==> src/rtl/iagu_conv_gsched_if.sv <==
// Job, AGU and PE-FIFO signal bundle for the convolution group scheduler.
// Perf counter outputs exist only when IAGU_GSCHED_PERF_EN is defined.
interface iagu_conv_gsched_if #(
   parameter int ADDR_W = 12
);
   logic              i_AGUStart;
   logic [ADDR_W-1:0] i_BaseAddr;
   logic [ADDR_W-1:0] i_RowPitch;
   logic [7:0]        i_RowNum;
   logic [7:0]        i_Output_XLength;
   logic [3:0]        i_KerCol;
   logic [1:0]        i_Stride;
   logic [1:0]        i_Pad;
   logic              i_FifoReady;
   logic              i_GroupLoadEnd;
   logic              i_AGU_Endf;

   logic              o_AGUStart;
   logic              o_GroupStart;
   logic [ADDR_W-1:0] o_BaseAdder;
   logic [ADDR_W-1:0] o_InputCurCol;
   logic [1:0]        o_PartFlag;
   logic [2:0]        o_LastColNum;
   logic              o_BaseAdderEndf;
   logic              o_Busy;
   logic              o_Done;
`ifdef IAGU_GSCHED_PERF_EN
   logic [19:0]       o_GroupCnt;
   logic [15:0]       o_StallCnt;
`endif

   modport slave (
      input  i_AGUStart, i_BaseAddr, i_RowPitch, i_RowNum, i_Output_XLength,
             i_KerCol, i_Stride, i_Pad, i_FifoReady, i_GroupLoadEnd, i_AGU_Endf,
      output o_AGUStart, o_GroupStart, o_BaseAdder, o_InputCurCol, o_PartFlag,
             o_LastColNum, o_BaseAdderEndf, o_Busy, o_Done
`ifdef IAGU_GSCHED_PERF_EN
      , output o_GroupCnt, o_StallCnt
`endif
   );

   modport master (
      output i_AGUStart, i_BaseAddr, i_RowPitch, i_RowNum, i_Output_XLength,
             i_KerCol, i_Stride, i_Pad, i_FifoReady, i_GroupLoadEnd, i_AGU_Endf,
      input  o_AGUStart, o_GroupStart, o_BaseAdder, o_InputCurCol, o_PartFlag,
             o_LastColNum, o_BaseAdderEndf, o_Busy, o_Done
`ifdef IAGU_GSCHED_PERF_EN
      , input o_GroupCnt, o_StallCnt
`endif
   );
endinterface

==> src/rtl/iagu_conv_gsched.sv <==
// Convolution group scheduler: walks row/part/kernel-column groups and launches them to the AGU.
// Define IAGU_GSCHED_PERF_EN to add group and stall counters.
//
// state | meaning
// IDLE  | waiting for a job start; config latched on start
// ISSUE | launching the current group once the FIFO is ready and the AGU is idle
// WAIT  | group in flight; AGU done level ignored for two cycles after launch
// DRAIN | last group launched; waiting for the AGU job end flag
module iagu_conv_gsched #(
   parameter int ADDR_W  = 12,
   parameter int PE_COLS = 7
) (
   input logic               i_clk,
   input logic               i_rst,
   iagu_conv_gsched_if.slave bus
);
   typedef enum logic [1:0] {IDLE, ISSUE, WAIT, DRAIN} state_t;
   state_t state, stateNext;

   logic [ADDR_W-1:0] rowPitch, rowBase, partCol, partStep;
   logic [7:0]        rowNum, parts, rowIdx, partIdx;
   logic [3:0]        kerCol, kerIdx;
   logic              jobEmpty, lastIssued;
   logic [1:0]        waitHold;

   logic              aguStart, groupStart, baseEndf, busy, done;
   logic [ADDR_W-1:0] baseAdder, inputCurCol;
   logic [1:0]        partFlag;
   logic [2:0]        lastColNum;

   logic              startAcc, issueFire, advance, finish;
   logic              kLast, pLast, rLast, lastGroup;
   logic [7:0]        partsCalc;
   logic [2:0]        lastColCalc;
   logic [ADDR_W-1:0] partStepCalc;

   always_comb begin
      partsCalc    = 8'((9'(bus.i_Output_XLength) + 9'(PE_COLS - 1)) / 9'(PE_COLS));
      lastColCalc  = 3'(PE_COLS);
      if (bus.i_Output_XLength != 8'd0)
         lastColCalc = 3'(bus.i_Output_XLength - 8'(PE_COLS) * (partsCalc - 8'd1));
      partStepCalc = ADDR_W'(bus.i_Stride) * ADDR_W'(PE_COLS);
   end

   assign kLast     = (kerIdx == kerCol - 4'd1);
   assign pLast     = (partIdx == parts - 8'd1);
   assign rLast     = (rowIdx == rowNum - 8'd1);
   assign lastGroup = kLast & pLast & rLast;

   always_ff @(posedge i_clk) begin
      if (i_rst) state <= IDLE;
      else       state <= stateNext;
   end

   always_comb begin
      stateNext = state;
      startAcc  = 1'b0;
      issueFire = 1'b0;
      advance   = 1'b0;
      finish    = 1'b0;
      case (state)
         IDLE: begin
            if (bus.i_AGUStart) begin
               startAcc  = 1'b1;
               stateNext = ISSUE;
            end
         end
         ISSUE: begin
            if (jobEmpty) begin
               finish    = 1'b1;
               stateNext = IDLE;
            end else if (bus.i_FifoReady && bus.i_GroupLoadEnd) begin
               issueFire = 1'b1;
               stateNext = WAIT;
            end
         end
         WAIT: begin
            // The AGU done level is stale until its launch has propagated.
            if (waitHold == 2'd0 && bus.i_GroupLoadEnd) begin
               if (lastIssued) begin
                  stateNext = DRAIN;
               end else begin
                  advance   = 1'b1;
                  stateNext = ISSUE;
               end
            end
         end
         DRAIN: begin
            if (bus.i_AGU_Endf) begin
               finish    = 1'b1;
               stateNext = IDLE;
            end
         end
         default: stateNext = IDLE;
      endcase
   end

   always_ff @(posedge i_clk) begin
      if (i_rst) begin
         rowPitch    <= '0;
         rowBase     <= '0;
         partCol     <= '0;
         partStep    <= '0;
         rowNum      <= '0;
         parts       <= '0;
         rowIdx      <= '0;
         partIdx     <= '0;
         kerCol      <= '0;
         kerIdx      <= '0;
         jobEmpty    <= 1'b0;
         lastIssued  <= 1'b0;
         waitHold    <= '0;
         aguStart    <= 1'b0;
         groupStart  <= 1'b0;
         baseEndf    <= 1'b0;
         busy        <= 1'b0;
         done        <= 1'b0;
         baseAdder   <= '0;
         inputCurCol <= '0;
         partFlag    <= '0;
         lastColNum  <= 3'(PE_COLS);
      end else begin
         aguStart   <= startAcc;
         groupStart <= issueFire;
         done       <= finish;

         if (startAcc) begin
            rowPitch   <= bus.i_RowPitch;
            rowBase    <= bus.i_BaseAddr - ADDR_W'(bus.i_Pad);
            partCol    <= '0;
            partStep   <= partStepCalc;
            rowNum     <= bus.i_RowNum;
            parts      <= partsCalc;
            kerCol     <= bus.i_KerCol;
            rowIdx     <= '0;
            partIdx    <= '0;
            kerIdx     <= '0;
            jobEmpty   <= (bus.i_RowNum == 8'd0) || (bus.i_Output_XLength == 8'd0) ||
                          (bus.i_KerCol == 4'd0);
            lastIssued <= 1'b0;
            lastColNum <= lastColCalc;
            baseEndf   <= 1'b0;
            busy       <= 1'b1;
         end else if (state == IDLE) begin
            busy <= 1'b0;
         end

         if (issueFire) begin
            inputCurCol <= partCol + ADDR_W'(kerIdx);
            baseAdder   <= rowBase + partCol + ADDR_W'(kerIdx);
            partFlag    <= {partIdx == 8'd0, pLast};
            baseEndf    <= lastGroup;
            lastIssued  <= lastGroup;
            waitHold    <= 2'd2;
         end else if (waitHold != 2'd0) begin
            waitHold <= waitHold - 2'd1;
         end

         if (advance) begin
            if (!kLast) begin
               kerIdx <= kerIdx + 4'd1;
            end else begin
               kerIdx <= '0;
               if (!pLast) begin
                  partIdx <= partIdx + 8'd1;
                  partCol <= partCol + partStep;
               end else begin
                  partIdx <= '0;
                  partCol <= '0;
                  rowIdx  <= rowIdx + 8'd1;
                  rowBase <= rowBase + rowPitch;
               end
            end
         end

         if (finish) baseEndf <= 1'b0;
      end
   end

`ifdef IAGU_GSCHED_PERF_EN
   logic [19:0] groupCnt;
   logic [15:0] stallCnt;

   always_ff @(posedge i_clk) begin
      if (i_rst || startAcc) begin
         groupCnt <= '0;
         stallCnt <= '0;
      end else begin
         if (issueFire) groupCnt <= groupCnt + 20'd1;
         if (state == ISSUE && !jobEmpty && !bus.i_FifoReady && stallCnt != 16'hFFFF)
            stallCnt <= stallCnt + 16'd1;
      end
   end

   assign bus.o_GroupCnt = groupCnt;
   assign bus.o_StallCnt = stallCnt;
`endif

   assign bus.o_AGUStart      = aguStart;
   assign bus.o_GroupStart    = groupStart;
   assign bus.o_BaseAdder     = baseAdder;
   assign bus.o_InputCurCol   = inputCurCol;
   assign bus.o_PartFlag      = partFlag;
   assign bus.o_LastColNum    = lastColNum;
   assign bus.o_BaseAdderEndf = baseEndf;
   assign bus.o_Busy          = busy;
   assign bus.o_Done          = done;
endmodule

==> src/flat_wrapper.sv <==
// flat-port wrapper written by rule: the top's interface ports become plain ports
module iagu_conv_gsched_flat 
#(
   parameter int ADDR_W  = 12,
   parameter int PE_COLS = 7
)
  (i_clk, i_rst, bus_i_AGUStart, bus_i_BaseAddr, bus_i_RowPitch, bus_i_RowNum, bus_i_Output_XLength, bus_i_KerCol, bus_i_Stride, bus_i_Pad, bus_i_FifoReady, bus_i_GroupLoadEnd, bus_i_AGU_Endf, bus_o_AGUStart, bus_o_GroupStart, bus_o_BaseAdder, bus_o_InputCurCol, bus_o_PartFlag, bus_o_LastColNum, bus_o_BaseAdderEndf, bus_o_Busy, bus_o_Done);
  iagu_conv_gsched_if #(.ADDR_W(ADDR_W)) bus_i ();
  input logic i_clk;
  input logic i_rst;
  input wire logic [$bits(bus_i.i_AGUStart)-1:0] bus_i_AGUStart;
  input wire logic [$bits(bus_i.i_BaseAddr)-1:0] bus_i_BaseAddr;
  input wire logic [$bits(bus_i.i_RowPitch)-1:0] bus_i_RowPitch;
  input wire logic [$bits(bus_i.i_RowNum)-1:0] bus_i_RowNum;
  input wire logic [$bits(bus_i.i_Output_XLength)-1:0] bus_i_Output_XLength;
  input wire logic [$bits(bus_i.i_KerCol)-1:0] bus_i_KerCol;
  input wire logic [$bits(bus_i.i_Stride)-1:0] bus_i_Stride;
  input wire logic [$bits(bus_i.i_Pad)-1:0] bus_i_Pad;
  input wire logic [$bits(bus_i.i_FifoReady)-1:0] bus_i_FifoReady;
  input wire logic [$bits(bus_i.i_GroupLoadEnd)-1:0] bus_i_GroupLoadEnd;
  input wire logic [$bits(bus_i.i_AGU_Endf)-1:0] bus_i_AGU_Endf;
  output wire logic [$bits(bus_i.o_AGUStart)-1:0] bus_o_AGUStart;
  output wire logic [$bits(bus_i.o_GroupStart)-1:0] bus_o_GroupStart;
  output wire logic [$bits(bus_i.o_BaseAdder)-1:0] bus_o_BaseAdder;
  output wire logic [$bits(bus_i.o_InputCurCol)-1:0] bus_o_InputCurCol;
  output wire logic [$bits(bus_i.o_PartFlag)-1:0] bus_o_PartFlag;
  output wire logic [$bits(bus_i.o_LastColNum)-1:0] bus_o_LastColNum;
  output wire logic [$bits(bus_i.o_BaseAdderEndf)-1:0] bus_o_BaseAdderEndf;
  output wire logic [$bits(bus_i.o_Busy)-1:0] bus_o_Busy;
  output wire logic [$bits(bus_i.o_Done)-1:0] bus_o_Done;
  assign bus_i.i_AGUStart = bus_i_AGUStart;
  assign bus_i.i_BaseAddr = bus_i_BaseAddr;
  assign bus_i.i_RowPitch = bus_i_RowPitch;
  assign bus_i.i_RowNum = bus_i_RowNum;
  assign bus_i.i_Output_XLength = bus_i_Output_XLength;
  assign bus_i.i_KerCol = bus_i_KerCol;
  assign bus_i.i_Stride = bus_i_Stride;
  assign bus_i.i_Pad = bus_i_Pad;
  assign bus_i.i_FifoReady = bus_i_FifoReady;
  assign bus_i.i_GroupLoadEnd = bus_i_GroupLoadEnd;
  assign bus_i.i_AGU_Endf = bus_i_AGU_Endf;
  assign bus_o_AGUStart = bus_i.o_AGUStart;
  assign bus_o_GroupStart = bus_i.o_GroupStart;
  assign bus_o_BaseAdder = bus_i.o_BaseAdder;
  assign bus_o_InputCurCol = bus_i.o_InputCurCol;
  assign bus_o_PartFlag = bus_i.o_PartFlag;
  assign bus_o_LastColNum = bus_i.o_LastColNum;
  assign bus_o_BaseAdderEndf = bus_i.o_BaseAdderEndf;
  assign bus_o_Busy = bus_i.o_Busy;
  assign bus_o_Done = bus_i.o_Done;
  iagu_conv_gsched #(.ADDR_W(ADDR_W), .PE_COLS(PE_COLS)) u_core (.i_clk(i_clk), .i_rst(i_rst), .bus(bus_i));
endmodule
==> config.mk <==
export PLATFORM = sky130hd
export DESIGN_NAME = iagu_conv_gsched_flat
export DESIGN_NICKNAME = d
export VERILOG_FILES = /design/src/rtl/iagu_conv_gsched_if.sv /design/src/rtl/iagu_conv_gsched.sv /design/src/flat_wrapper.sv
export SDC_FILE = /design/constraint.sdc
export NUM_CORES = 1
export LEC_CHECK = 0
export BUFFER_PORTS_ARGS = -buffer_cell sky130_fd_sc_hd__buf_2
export CORE_MARGIN = 5
export CORE_UTILIZATION = 30
export CTS_CLUSTER_DIAMETER = 80
export DETAILED_ROUTE_END_ITERATION = 8
export GPL_ROUTABILITY_DRIVEN = 1
export PLACE_DENSITY_LB_ADDON = 0.15
export SLEW_MARGIN = 25
export SYNTH_ARGS = -nofsm -noshare
export SYNTH_HDL_FRONTEND = slang
export SYNTH_SLANG_ARGS = --single-unit
export TNS_END_PERCENT = 20
==> constraint.sdc <==
create_clock -name i_clk -period 4.76 [get_ports i_clk]
set_input_delay 0.714 -clock i_clk [delete_from_list [all_inputs] [get_ports i_clk]]
set_output_delay 0.714 -clock i_clk [all_outputs]
set_load 0.02 [all_outputs]
Word-level counts from Yosys, hierarchy flattened --
Cells that the tools add are included.
Word-level totals: input port bits 54, register bits after elaboration 121, output and inout port bits 34, logic and storage cells 118
Operators by class: mux-type cells 44, eq/ne operators 10, bitwise logic cells 2, reduce and logical (&&, ||, !) cells 19, div/mod/pow operators 1, $add $sub $neg 16, multipliers 2
Operators by type and width (count):
- two-way mux 12 bit | 8
- two-way mux 8 bit | 8
- adder 12 bit | 2
- adder 12 x 4 -> 12 bit | 2
- logical NOT 8 bit | 3
- subtractor 8 x 1 -> 8 bit (second input constant) | 3
- adder 8 x 1 -> 8 bit (second input constant) | 2
- == test 8 bit | 2
- two-way mux 2 bit | 8
- two-way mux 1 bit | 14
- adder 12 x 5 -> 12 bit | 1
- two-way mux 4 bit | 3
- subtractor 12 x 2 -> 12 bit | 1
- nonzero test 2 bit | 5
- adder 8 x 3 -> 9 bit (second input constant) | 1
- divider 9 x 3 -> 9 bit (second input constant) | 1
- multiplier 3 x 8 -> 3 bit (first input constant) | 1
- one-hot mux 2 bit (4 select lines) | 1
- nonzero test 8 bit | 1
- multiplier 2 x 3 -> 5 bit (second input constant) | 1
- adder 4 x 1 -> 4 bit (second input constant) | 1
- == test 2 bit (second input constant) | 2
- == test 4 bit | 1
- logical NOT 2 bit | 2
- 15 further kinds | 20

Logic depth before layout (Yosys ltp) --
Gate-level depths: netlist (run 1).
depth in word-level cells 6, depth in mapped cells 23, mapped depth without buffers 20

Worst setup path before layout (run 1) --
No wires, ideal clock.
path type in2reg, from input bus_i_Output_XLength[1], to register u_core.lastColNum[2], in the netlist u_core.bus.o_LastColNum[2], path slack -0.407 ns, path buffers 2, stages on the path 21, required time 4.640 ns, library setup time 0.120 ns, data arrival time 5.048 ns, cell sequence buf_2 -> inv_1 -> ha_1 -> buf_2 -> inv_1 -> o31ai_1 -> a41oi_2 -> a2111oi_0 -> o21bai_1 -> o221ai_2 -> ha_1 -> a41oi_1 -> o21ai_0 -> nor3b_4 -> mux2_4 -> fa_1 -> xnor2_1 -> xnor2_1 -> xnor2_1 -> a21oi_1 -> a211o_1
Between the ends: longest elaborated chain between the ends 6, elaborated cells on any way between the ends 7, classes of those cells add/sub: 3; mul: 1; div: 1; mux: 1; reduce/logical: 1
Ends and longest elaborated chain:
- start, declared | RTL line flat_wrapper.sv:15 | input wire logic [$bits(bus_i.i_Output_XLength)-1:0] bus_i_Output_XLength;
- adder 8 x 3 -> 9 bit | RTL line iagu_conv_gsched.sv:38 | partsCalc = 8'((9'(bus.i_Output_XLength) + 9'(PE_COLS - 1)) / 9'(PE_COLS));
- divider 9 x 3 -> 9 bit | RTL line iagu_conv_gsched.sv:38
- subtractor 8 x 1 -> 8 bit | RTL line iagu_conv_gsched.sv:41 | lastColCalc = 3'(bus.i_Output_XLength - 8'(PE_COLS) * (partsCalc - 8'd1));
- multiplier 3 x 8 -> 3 bit | RTL line iagu_conv_gsched.sv:41
- subtractor 3 bit | RTL line iagu_conv_gsched.sv:41
- two-way mux 3 bit * | RTL line iagu_conv_gsched.sv:40 | if (bus.i_Output_XLength != 8'd0)
- end signal, assigned | RTL line iagu_conv_gsched.sv:121 | lastColNum <= 3'(PE_COLS);
- end signal, assigned | RTL line iagu_conv_gsched.sv:141 | lastColNum <= lastColCalc;
- end, declared | RTL line iagu_conv_gsched.sv:29 | logic [2:0] lastColNum;
Every way passes the cells marked *; elsewhere a longest branch is shown, timed or not. A chain may end at the register's enable or synchronous reset.

Worst setup path after layout (run 1) --
from input bus_i_Output_XLength[2], to register u_core.lastColNum[2], in the netlist u_core.bus.o_LastColNum[2]
Same word-level chain as after synthesis.

==> metrics.sh, run 1 <==
YS_DOMINANT_REG_CELL='sky130_fd_sc_hd__dfxtp_1'
FINAL_DESIGN_AREA_NO_FILL_UM2=9520
WL_PER_CELL_UM=15.2
DRT_ITER0_DRC=426
NUM_ANTENNA_CELLS=0
P_INT_mW=2.21
HOLD_BUFFERS=0
PEAKVDDDROP_mV=0.268
VIAS_PER_CELL=4.96
GRT_USAGE=0.153
H-TREE-DEPTH=4
NUM-NETS-FINAL=1222
FINALHOLDVIOLCOUNT=0
CLOCK_PATH_BUFFERS=2
MINIMUM_CLOCK_PERIOD_PS=4420
CORE_UM2=25900
N_FILL_CELL=2754
CRITICAL_PATH_MOST_COMMON_CELL='sky130_fd_sc_hd__xnor2_1'
CTSRESIZECOUNT=0
NUMBER_OF_REGISTER_BITS_INFERRED_BY_SYNTHESIS=120
CTS_TREE='yes'
USE_MET3=0.0274
MAXCLOCKFREQUENCY_MHz=226
SWITCHINGPOWER_uW=955
SYNTHCELLS=1002
GRT_ANTENNA_BEFORE_REPAIR=0
POST_SYNTH_NUM_CELL_TYPES=77
LAYER_WITH_THE_HIGHEST_USAGE_AFTER_GLOBAL_ROUTING='met2'
NETLIST_AREA_UM2=7850
SEQUENTIAL_AREA_SHARE_AFTER_SYNTHESIS=0.306
OVERALL_POWER_mW=3.16
GLOBALPLACE.CONGESTION=0.819
INSERTION_DELAY_PS=420
POWER_FRAC_SEQ=0.355
FINAL_LAYOUT_SIZE_SUFFIX_GT1_FRAC=0.179
DPL-INSTANCE-AREA_UM2=8910
GR-USAGE-MET2=0.251
INITIAL_UTILIZATION=0.303
DR.PASS1.ITERS=6
GRT_PASS1_VIAS=7050
MOSTFREQUENTLAYOUTCELL='sky130_fd_sc_hd__dfxtp_1'
SETUP-VIOLATIONS-FINAL=0
DIEAREA_UM2=29500
SYNTH_TOP_AREA_SHARE=0.306
POST-SYNTH-TOP-AREA-CELL='sky130_fd_sc_hd__dfxtp_1'
ANT_NETS=0
POWER.CLOCK.FRACTION=0.419
WORSTPATHMAXFANOUT=6
GRT-OVFL-TOTAL=0
CORE.ROWCOUNT=59
FP.DIEH_UM=172
DP_HPWL_UM=16400
STATIC-LEAKAGE-POWER_nW=3.84
WORST_SETUP_PATH_END_KIND='flop'
WORST_SLEW_PIN_SLEW_PS=954
SYN_NETS=1120
CLOCK_SKEW_PS=11.2
RELSLEWSLACK=0.362
SYNTH_EDF_COUNT=0
MAXIMUM_NUMBER_OF_PINS_ON_ONE_NET_BEFORE_GLOBAL_ROUTE_REPAIR=68
FRACTION_OF_REGISTERS_WITH_ASYNC_SET_OR_RESET_AFTER_SYNTHESIS=0
POWERDENSITY_nW_PER_UM2=332
CTS.SINKS=120
SETUP.WORST_PATH.START_CLASS='input pin'
LAYOUT-AREA-OVERHEAD-VS-SYNTH_PCT=21.3
FINAL_CELL_MIX='120 x sky130_fd_sc_hd__dfxtp_1, 112 x sky130_fd_sc_hd__nand2_1, 112 x sky130_fd_sc_hd__a21oi_1, 107 x sky130_fd_sc_hd__nor2_1, 86 x sky130_fd_sc_hd__buf_2'
CRITICAL_PATH.CELL_CHAIN='buf_2, buf_4, o211a_4, buf_4, o21ai_0, nor2_1, o21ai_0, mux2_2, a211oi_1, xnor2_1, nor3_2, nor3b_4, mux2_4, fa_2, xnor2_2, xnor2_1, xnor2_1, a21oi_1, a211o_1'
RSZ_0062_RAISED_AFTER_GLOBAL_ROUTING='no'
PATH_TYPE_OF_THE_WORST_SETUP_PATH='input pin to flop'
HOLD_CLASS='flop to flop'
ROUTED_WL_UM=22100
VIAS=7206
GRT_FIRST_PASS_WIRELENGTH_UM=36400
CP.REQUIRED_PS=5070
YS_TOP_CELLS_BY_AREA='sky130_fd_sc_hd__dfxtp_1 31%, sky130_fd_sc_hd__ha_1 8.6%, sky130_fd_sc_hd__a21oi_1 7.1%'
DRC=0
GRTUSAGEMET1=0.210
SLEW_VIOLATIONS=0
CTS.ROOT.BUFFER_CELL='sky130_fd_sc_hd__clkbuf_16'
PORT-BUFFER-COUNT=87
CTS-BUFFERS-INSERTED=17
DIE_W_UM=172
WORST_EP_ARRIVAL_TIME_PS=4730
MIN_PERIOD_OVER_PERIOD=0.928
DESIGN.PORTCOUNT=88
RUN_STATUS='completed'
SYN_AREA_PER_CELL_UM2=7.83
SWITCHING_FRACTION=0.302
COMB_POWER_SHARE=0.227
CRIT_PATH_TOP_DELAY_CELL='sky130_fd_sc_hd__mux2_2'
CLOCK_INPUT_TRANSITION_AT_THE_SEQUENTIAL_CELLS_OF_THE_WORST_SETUP_AND_HOLD_PATHS_PS=60
POST_CTS.REPAIR.SETUP_BUFFERS=0
SYNTHESIS.YOSYS.WARNINGS=0
MAX_CAP_VIOLATIONS=0
CPPEAKSTAGEDELAY_PS=380
==> final cells by class <==
type                    instances  area (um2)  area share
inverters                      56         218      0.0229
repair buffers                135         798      0.0838
clock buffers                  17         425      0.0447
clock inverters                15         178      0.0187
well taps                     335         419      0.0440
flip-flops and latches        120        2400       0.252
multi-input cells             774        5080       0.534
==> per-stage QoR <==
| step | cells | worst slack (ps) | TNS (ps) | hold slack, ps | util |
|---|---|---|---|---|---|
| after CTS | 1452 | 295 | 0 | 449 | 0.367 |
| after global routing | 1452 | 105 | 0 | 474 | 0.367 |
| final | 1452 | 344 | 0 | 446 | 0.367 |
| after global placement | 1420 | -111 | -111 | 439 | 0.344 |
| after floorplan | 1002 | 3.74 | 0 | 440 | - |
| after detailed placement | 1420 | -154 | -154 | 442 | 0.344 |
==> cells in the mapped netlist (3+ instances only) <==
master	number
sky130_fd_sc_hd__dfxtp_1	120
sky130_fd_sc_hd__a21oi_1	112
sky130_fd_sc_hd__nand2_1	112
sky130_fd_sc_hd__nor2_1	107
sky130_fd_sc_hd__inv_1	56
sky130_fd_sc_hd__ha_1	54
sky130_fd_sc_hd__xnor2_1	47
sky130_fd_sc_hd__o21ai_0	45
sky130_fd_sc_hd__clkbuf_1	36
sky130_fd_sc_hd__a211oi_1	28
sky130_fd_sc_hd__nand3_1	24
sky130_fd_sc_hd__nor3_1	22
sky130_fd_sc_hd__xor2_1	18
sky130_fd_sc_hd__and3_1	14
sky130_fd_sc_hd__or3_1	14
sky130_fd_sc_hd__nor2b_1	13
sky130_fd_sc_hd__nand2b_1	11
sky130_fd_sc_hd__fa_1	10
sky130_fd_sc_hd__buf_2	9
sky130_fd_sc_hd__o21a_1	9
sky130_fd_sc_hd__nand3b_1	7
sky130_fd_sc_hd__nand4_1	7
sky130_fd_sc_hd__a21o_1	6
sky130_fd_sc_hd__a22oi_1	6
sky130_fd_sc_hd__nor4b_1	6
sky130_fd_sc_hd__o211ai_1	6
sky130_fd_sc_hd__a21boi_0	5
sky130_fd_sc_hd__and2_1	5
sky130_fd_sc_hd__buf_1	5
sky130_fd_sc_hd__nor4_1	5
sky130_fd_sc_hd__o21bai_1	5
sky130_fd_sc_hd__a211o_1	4
sky130_fd_sc_hd__a311oi_1	4
sky130_fd_sc_hd__a31oi_1	4
sky130_fd_sc_hd__nor3b_1	4
sky130_fd_sc_hd__o21ai_1	4
sky130_fd_sc_hd__a2111oi_0	3
sky130_fd_sc_hd__mux2i_1	3
sky130_fd_sc_hd__o31ai_1	3
sky130_fd_sc_hd__or2_2	3
==> cell families after synthesis <==
group,share of synthesized area
xor+xnor,0.0725
simple gates,0.223
flops,0.306
buf+inv,0.0545
mux,0.00861
compound gates,0.223
fa+ha+maj,0.113
==> sequential cells by signal, indices dropped and copies added, names as in the netlist, 5 cells and up <==
signal and count:
u_core.bus.o_InputCurCol 12, u_core.partCol 12, u_core.rowNum 8, u_core.bus.o_BaseAdder 12, u_core.rowIdx 8, u_core.parts 7
u_core.rowPitch 12, u_core.partIdx 8, u_core.rowBase 12, u_core.partStep 5
==> metal layers <==
metal,share of wire,wire [um],vias up
met4,0.0087,193,0
met2,0.46,10200,102
li1,-,-,3733
met5,0,0,-
met1,0.50,11000,3361
met3,0.033,735,10
==> power by group through the flow <==
stage	clock (mW)	combinational, mW	sequential [mW]
finish	1.32	0.717	1.12
global placement	0	0.717	1.14
CTS	1.36	0.726	1.12
global route	1.40	0.813	1.13
floorplan	0	0.503	1.14
detailed placement	0	0.720	1.14
==> final timing paths <==
check,start,cells after the start,slack [ps],end
min reg2reg,u_core.bus.o_BaseAdder[9]$_SDFFE_PP0P_,2,450,u_core.bus.o_BaseAdder[9]$_SDFFE_PP0P_
min,u_core.bus.o_BaseAdder[9]$_SDFFE_PP0P_,2,450,u_core.bus.o_BaseAdder[9]$_SDFFE_PP0P_
max reg2reg,u_core.kerIdx[0]$_SDFFE_PP0P_,16,1280,u_core.bus.o_BaseAdder[11]$_SDFFE_PP0P_
max,bus_i_Output_XLength[2],19,340,u_core.bus.o_LastColNum[2]$_SDFFE_PP1P_
==> worst max-delay path: cells and delay by family <==
| kind | cells | cell delay, ps |
|---|---|---|
| multiplexers | 2 | 710 |
| XOR/XNOR | 4 | 660 |
| AO/OA/AOI/OAI | 6 | 1390 |
| AND/OR/NAND/NOR | 3 | 450 |
| adder cells (fa/ha/maj) | 1 | 370 |
| buffers and inverters | 3 | 400 |
Power figures use the tool's default switching activity.
==> run 2, diff against run 1 <==
- CORE_ASPECT_RATIO: default -> 1.75
- TNS_END_PERCENT: 20 -> 10
==> metrics.sh, run 2 (synthesis gave the netlist of run 1 again) <==
ANT_NETS=0
WL_PER_CELL_UM=16.2
NUM-NETS-FINAL=1242
H-TREE-DEPTH=4
MIN_PERIOD_OVER_PERIOD=0.944
FINAL_CELL_MIX='120 x sky130_fd_sc_hd__dfxtp_1, 112 x sky130_fd_sc_hd__nand2_1, 112 x sky130_fd_sc_hd__a21oi_1, 107 x sky130_fd_sc_hd__nor2_1, 86 x sky130_fd_sc_hd__buf_2'
PORT-BUFFER-COUNT=87
SLEW_VIOLATIONS=0
DP_HPWL_UM=18300
DIE_W_UM=132
TOTALNEGATIVESETUPSLACK_PS=0
DRC=0
MAX_CAP_VIOLATIONS=0
VIAS=7362
DR.PASS1.ITERS=4
CTS.ROOT.BUFFER_CELL='sky130_fd_sc_hd__clkbuf_16'
MOSTFREQUENTLAYOUTCELL='sky130_fd_sc_hd__dfxtp_1'
RELSLEWSLACK=0.364
WORSTPATHMAXFANOUT=6
CLOCK_INPUT_TRANSITION_AT_THE_SEQUENTIAL_CELLS_OF_THE_WORST_SETUP_AND_HOLD_PATHS_PS=50
WORST_R2R_SETUP_SLACK_PS=1310
DRT_ITER0_DRC=269
CTS_TREE='yes'
FINAL_UTIL=0.372
MET2_LENGTH_UM=13000
GRT_ANTENNA_BEFORE_REPAIR=1
WORST_SETUP_PATH_END_KIND='flop'
VIAS_PER_CELL=5.07
GLOBALPLACE.CONGESTION=0.878
WL_MET1_UM=8990
FINAL_CELLS=1453
RSZ_0062_RAISED_AFTER_GLOBAL_ROUTING='no'
CTS.SINKS=120
POWERDENSITY_nW_PER_UM2=322
FP.DIEH_UM=224
MINIMUM_CLOCK_PERIOD_PS=4490
DESIGN.PORTCOUNT=88
SETUP.WORST_PATH.START_CLASS='input pin'
PEAKVDDDROP_mV=0.242
POST-PLACE-CELLS=1423
HOLD_CLASS='flop to flop'
FINAL_LAYOUT_SIZE_SUFFIX_GT1_FRAC=0.187
SETUP-VIOLATIONS-FINAL=0
CRIT-REG2REG-CAPTURE='u_core.partCol[9]$_SDFF_PP0_'
ROUTED_WL_UM=23500
WORST_SLEW_PIN_SLEW_PS=947
GRT-OVFL-TOTAL=0
MINIMUM_HOLD_SLACK_PS=448
STARTPOINT='bus_i_Output_XLength[1]'
FINALHOLDVIOLCOUNT=0
CORE.ROWCOUNT=78
INSERTION_DELAY_PS=420
RUN_STATUS='completed'
GRT_PASS1_VIAS=7409
RR_STARTPOINT='u_core.parts[0]$_SDFFE_PP0P_'
HIGHEST_LAYER='met4'
CTS-BUFFERS-INSERTED=17
MAXIMUM_NUMBER_OF_PINS_ON_ONE_NET_BEFORE_GLOBAL_ROUTE_REPAIR=56
WORSTSETUPENDPOINT='u_core.bus.o_LastColNum[2]$_SDFFE_PP1P_'
CLOCK_PATH_BUFFERS=2
CP.REQUIRED_PS=5070
DIEAREA_UM2=29600
CLOCK_SKEW_PS=6.32
MAXCLOCKFREQUENCY_MHz=222
WORST_EP_ARRIVAL_TIME_PS=4810
STATIC-LEAKAGE-POWER_nW=3.95
CORE_UM2=25900
GRT_FIRST_PASS_WIRELENGTH_UM=38400
PATH_TYPE_OF_THE_WORST_SETUP_PATH='input pin to flop'
INITIAL_UTILIZATION=0.303
GRT_USAGE=0.161
LAYOUT-AREA-OVERHEAD-VS-SYNTH_PCT=22.5
FF2FF_PATH_DEPTH=10
MET3_LENGTH_UM=855
[run 2: cell count changes in the layout (fill, tap and decap cells not counted), sizes merged]
cell	before	now
bufinv	3	2
clkbuf	17	22
clkinvlp	8	0
buf	135	155
diode	0	1
inv	57	56
[run 2: routing by layer]
metal,track usage,vias to the layer above
met2,0.308,112
met3,0.0378,34
met1,0.166,3448
met4,0.0648,0
met5,0,-
li1,-,3768
[run 2: how the worst min path moves through the flow]
| stage | depth (start not counted) | endpoint | slack (ps) | start |
|---|---|---|---|---|
| floorplan | 2 | u_core.rowPitch[0]$_SDFFE_PP0P_ | 440 | u_core.rowPitch[0]$_SDFFE_PP0P_ |
| global placement | 2 | u_core.bus.o_BaseAdder[6]$_SDFFE_PP0P_ | 440 | u_core.bus.o_BaseAdder[6]$_SDFFE_PP0P_ |
| detailed placement | 2 | u_core.bus.o_BaseAdder[4]$_SDFFE_PP0P_ | 440 | u_core.bus.o_BaseAdder[4]$_SDFFE_PP0P_ |
| CTS | 2 | u_core.bus.o_BaseAdder[4]$_SDFFE_PP0P_ | 450 | u_core.bus.o_BaseAdder[4]$_SDFFE_PP0P_ |
| global route | 2 | u_core.bus.o_BaseAdder[1]$_SDFFE_PP0P_ | 480 | u_core.bus.o_BaseAdder[1]$_SDFFE_PP0P_ |
| finish | 2 | u_core.bus.o_BaseAdder[4]$_SDFFE_PP0P_ | 450 | u_core.bus.o_BaseAdder[4]$_SDFFE_PP0P_ |
[run 2: through the flow]
stage | power [mW] | worst slack [ps] | instance area [um2]
CTS | 3.14 | 132 | 9590
floorplan | 1.64 | 3.74 | 7940
global placement | 1.90 | -326 | 9050
finish | 3.10 | 265 | 9620
detailed placement | 1.91 | -325 | 9050
global route | 3.28 | 3.44 | 9610
[run 2: repair_timing]
item	4_1_cts	5_1_grt
hold buffers	0	0
setup buffers	0	2
resized for setup	0	2
setup endpoints to repair	0	1
[run 2: final cells by class]
cell class	count	area, um2
Antenna cell	1	2.50
Clock buffer	22	464
Clock inverter	5	75.1
Fill cell	2734	16200
Inverter	56	218
Multi-Input combinational cell	774	5080
Sequential cell	120	2400
Tap cell	320	400
Timing Repair Buffer	155	973
[run 2: power by group]
group | switching, mW | leakage (nW) | total, mW | internal, mW
logic | 0.415 | 2.70 | 0.763 | 0.348
registers | 0.0541 | 0.977 | 1.12 | 1.06
clock network | 0.436 | 0.267 | 1.21 | 0.778
total | 0.905 | 3.95 | 3.10 | 2.19
[run 2: critical path, stage by stage]
cell	delay [ps]
sky130_fd_sc_hd__buf_2	150
sky130_fd_sc_hd__buf_12	140
sky130_fd_sc_hd__o211a_4	240
sky130_fd_sc_hd__a222oi_1	390
sky130_fd_sc_hd__buf_4	190
sky130_fd_sc_hd__o21ai_2	60
sky130_fd_sc_hd__a2111oi_2	340
sky130_fd_sc_hd__o21bai_1	120
sky130_fd_sc_hd__o221ai_2	230
sky130_fd_sc_hd__ha_1	280
sky130_fd_sc_hd__a41oi_2	150
sky130_fd_sc_hd__o21ai_2	90
sky130_fd_sc_hd__nor3b_4	240
sky130_fd_sc_hd__mux2_4	330
sky130_fd_sc_hd__fa_2	370
sky130_fd_sc_hd__xnor2_2	140
sky130_fd_sc_hd__xnor2_1	180
sky130_fd_sc_hd__xnor2_1	140
sky130_fd_sc_hd__a21oi_1	80
sky130_fd_sc_hd__a211o_1	230
==> run 3, diff against run 2 <==
- ABC_AREA: default -> 1
==> metrics.sh, run 3 <==
NUM_ANTENNA_CELLS=0
PORT-BUFFER-COUNT=87
P_INT_mW=2.32
POST-PLACE-CELLS=1425
CORE.ROWCOUNT=77
SWITCHING_FRACTION=0.358
CP.REQUIRED_PS=5070
H-TREE-DEPTH=4
MINIMUM_CLOCK_PERIOD_PS=4370
CRIT_PATH_TOP_DELAY_CELL='sky130_fd_sc_hd__fa_1'
YOSYS-MUX-AREA-FRACTION=0
POST_SYNTH_NUM_CELL_TYPES=46
POST-SYNTH-TOP-AREA-CELL='sky130_fd_sc_hd__dfxtp_1'
CRITICAL_PATH_MOST_COMMON_CELL='sky130_fd_sc_hd__nand2_1'
WORST_SETUP_PATH_END_KIND='flop'
MOSTFREQUENTLAYOUTCELL='sky130_fd_sc_hd__nand2_1'
GRT_PASS1_VIAS=7052
FINAL_UTIL=0.357
PATH_TYPE_OF_THE_WORST_SETUP_PATH='input pin to flop'
GRT_USAGE=0.152
VIAS=6924
SYNTH_TOP_AREA_SHARE=0.316
FINAL_CELLS=1457
CLOCK_SKEW_PS=14.9
SETUP-VIOLATIONS-FINAL=0
SEQUENTIAL_AREA_SHARE_AFTER_SYNTHESIS=0.316
POWER.CLOCK.FRACTION=0.349
SYNTH_COMPOUND_GATE_AREA_SHARE=0.160
SWITCHINGPOWER_mW=1.29
CTS.SINKS=120
NETLIST_AREA_UM2=7600
SETUP.WORST_PATH.START_CLASS='input pin'
ROUTED_WL_UM=21000
POWERDENSITY_nW_PER_UM2=404
CORE_UM2=25100
CPPEAKSTAGEDELAY_PS=390
RSZ_0062_RAISED_AFTER_GLOBAL_ROUTING='no'
GRT-OVFL-TOTAL=0
MAXCLOCKFREQUENCY_MHz=229
DP_HPWL_UM=16000
SYN_AREA_PER_CELL_UM2=7.26
CTS_TREE='yes'
SYNTHESIS.YOSYS.WARNINGS=0
INITIAL_UTILIZATION=0.302
HOLD_BUFFERS=0
MINIMUM_HOLD_SLACK_PS=455
MAX_CAP_VIOLATIONS=0
SYNTHCELLS=1047
GRT_FIRST_PASS_WIRELENGTH_UM=34800
VIAS_PER_CELL=4.75
CTSRESIZECOUNT=0
RUN_STATUS='completed'
DIE_W_UM=130
SYNTH_EDF_COUNT=0
GLOBALPLACE.CONGESTION=0.792
YS_TOP_CELLS_BY_AREA='sky130_fd_sc_hd__dfxtp_1 32%, sky130_fd_sc_hd__ha_1 8.9%, sky130_fd_sc_hd__nand2_1 8.2%'
FINALHOLDVIOLCOUNT=0
PEAKVDDDROP_mV=0.229
COMB_POWER_SHARE=0.312
HOLD_CLASS='flop to flop'
NUMBER_OF_REGISTER_BITS_INFERRED_BY_SYNTHESIS=120
NUM-NETS-FINAL=1246
FP.DIEH_UM=221
RELSLEWSLACK=0.504
SYN_NETS=1165
INSERTION_DELAY_PS=420
POST_CTS.REPAIR.SETUP_BUFFERS=0
ANT_NETS=0
DPL_WORST_SLACK_PS=-66.6
SYNTH_XOR_AREA_FRAC=0.0793
WORSTPATHMAXFANOUT=5
SETUP_WS_PS=392
DR.PASS1.ITERS=7
SLEW_VIOLATIONS=0
SYNTH_MOST_COMMON_CELL='sky130_fd_sc_hd__nand2_1'
WORST_EP_ARRIVAL_TIME_PS=4670
CTS.ROOT.BUFFER_CELL='sky130_fd_sc_hd__clkbuf_16'
CLOCK_INPUT_TRANSITION_AT_THE_SEQUENTIAL_CELLS_OF_THE_WORST_SETUP_AND_HOLD_PATHS_PS=60
SYNTH_SIMPLE_GATE_AREA_SHARE=0.252
YS_DOMINANT_REG_CELL='sky130_fd_sc_hd__dfxtp_1'
WL_PER_CELL_UM=14.4
COMBINATIONAL_FAMILY_WITH_THE_MOST_AREA_AFTER_SYNTHESIS='simple AND/OR/NAND/NOR gates'
DESIGN.PORTCOUNT=88
CLOCK_PATH_BUFFERS=2
DRC=0
MIN_PERIOD_OVER_PERIOD=0.918
FINAL_LAYOUT_SIZE_SUFFIX_GT1_FRAC=0.160
SYNTH_TOP_CELLS_BY_COUNT='167 x sky130_fd_sc_hd__nand2_1, 122 x sky130_fd_sc_hd__nor2_1, 120 x sky130_fd_sc_hd__dfxtp_1'
POWER_FRAC_SEQ=0.339
STATIC-LEAKAGE-POWER_nW=4.05
GRT_ANTENNA_BEFORE_REPAIR=0
FINAL_CELL_MIX='166 x sky130_fd_sc_hd__nand2_1, 122 x sky130_fd_sc_hd__nor2_1, 120 x sky130_fd_sc_hd__dfxtp_1, 109 x sky130_fd_sc_hd__inv_1, 92 x sky130_fd_sc_hd__o21ai_0'
MAXIMUM_NUMBER_OF_PINS_ON_ONE_NET_BEFORE_GLOBAL_ROUTE_REPAIR=76
SYNTH-ADDER-AREA-SHARE=0.115
N_FILL_CELL=2699
FRACTION_OF_REGISTERS_WITH_ASYNC_SET_OR_RESET_AFTER_SYNTHESIS=0
LAYOUT-AREA-OVERHEAD-VS-SYNTH_PCT=17.9
DRT_ITER0_DRC=201
WORST_SLEW_PIN_SLEW_PS=745
CTS-BUFFERS-INSERTED=17
DIEAREA_UM2=28800
TOTALNEGATIVESETUPSLACK_PS=0
run 3: cell types whose count changed after synthesis, sizes merged, moves of 15 or more:
cell | previous run | this run
a211oi | 28 | 13
inv | 56 | 117
a21oi | 112 | 77
xnor2 | 47 | 27
nor2 | 107 | 127
xor2 | 18 | 41
nand2 | 113 | 189
nand3 | 24 | 67
o21ai | 49 | 92
run 3: per-stage QoR:
| stage | power [mW] | instance area (um2) |
|---|---|---|
| global placement | 2.39 | 8380 |
| floorplan | 2.10 | 7600 |
| finish | 3.62 | 8960 |
| CTS | 3.69 | 8960 |
| detailed placement | 2.40 | 8380 |
| global route | 3.89 | 8960 |
run 3: final timing paths:
check | from | to | slack, ps | cells after the start
setup / recovery | bus_i_Output_XLength[2] | u_core.bus.o_LastColNum[2]$_SDFFE_PP1P_ | 390 | 33
hold / removal | u_core.waitHold[0]$_SDFFE_PP0P_ | u_core.waitHold[0]$_SDFFE_PP0P_ | 450 | 1
setup reg to reg | u_core.kerCol[0]$_SDFFE_PP0P_ | u_core.partCol[8]$_SDFF_PP0_ | 1730 | 13
hold reg to reg | u_core.waitHold[0]$_SDFFE_PP0P_ | u_core.waitHold[0]$_SDFFE_PP0P_ | 450 | 1
run 3: power groups by stage:
stage          clock [mW]  combinational [mW]  sequential [mW]
2_1_floorplan           0               0.864             1.24
6_report             1.26                1.13             1.23
4_1_cts              1.30                1.16             1.23
3_3_place_gp            0                1.14             1.25
3_5_place_dp            0                1.15             1.25
5_1_grt              1.35                1.30             1.24
run 3: cells by family (layout without fill, tap and decap cells):
group,Yosys count,after routing
simple gates,424,424
fa+ha+maj,64,64
xor+xnor,68,68
flops,120,120
compound gates,215,215
buf+inv,156,250
run 3: routing by layer:
| layer | track usage | share of wire | up-vias |
|---|---|---|---|
| li1 | - | - | 3633 |
| met1 | 0.168 | 0.41 | 3169 |
| met2 | 0.289 | 0.54 | 105 |
| met3 | 0.0290 | 0.033 | 17 |
| met4 | 0.0436 | 0.014 | 0 |
| met5 | 0 | 0 | - |
run 3: area by class of cell:
cell class	instances	area (um2)	share of cell area
Sequential cell	120	2400	0.268
Multi-Input combinational cell	771	4610	0.515
Clock buffer	20	467	0.0521
Timing Repair Buffer	99	526	0.0586
Clock inverter	12	115	0.0128
Tap cell	316	395	0.0441
Inverter	119	447	0.0498
run 3: worst max-delay path: cells and delay by family:
family                   cells  cell delay, ps
AO/OA/AOI/OAI                1              90
XOR/XNOR                     2             450
adder cells (fa/ha/maj)      4            1020
buffers and inverters        5             410
AND/OR/NAND/NOR             21            1980
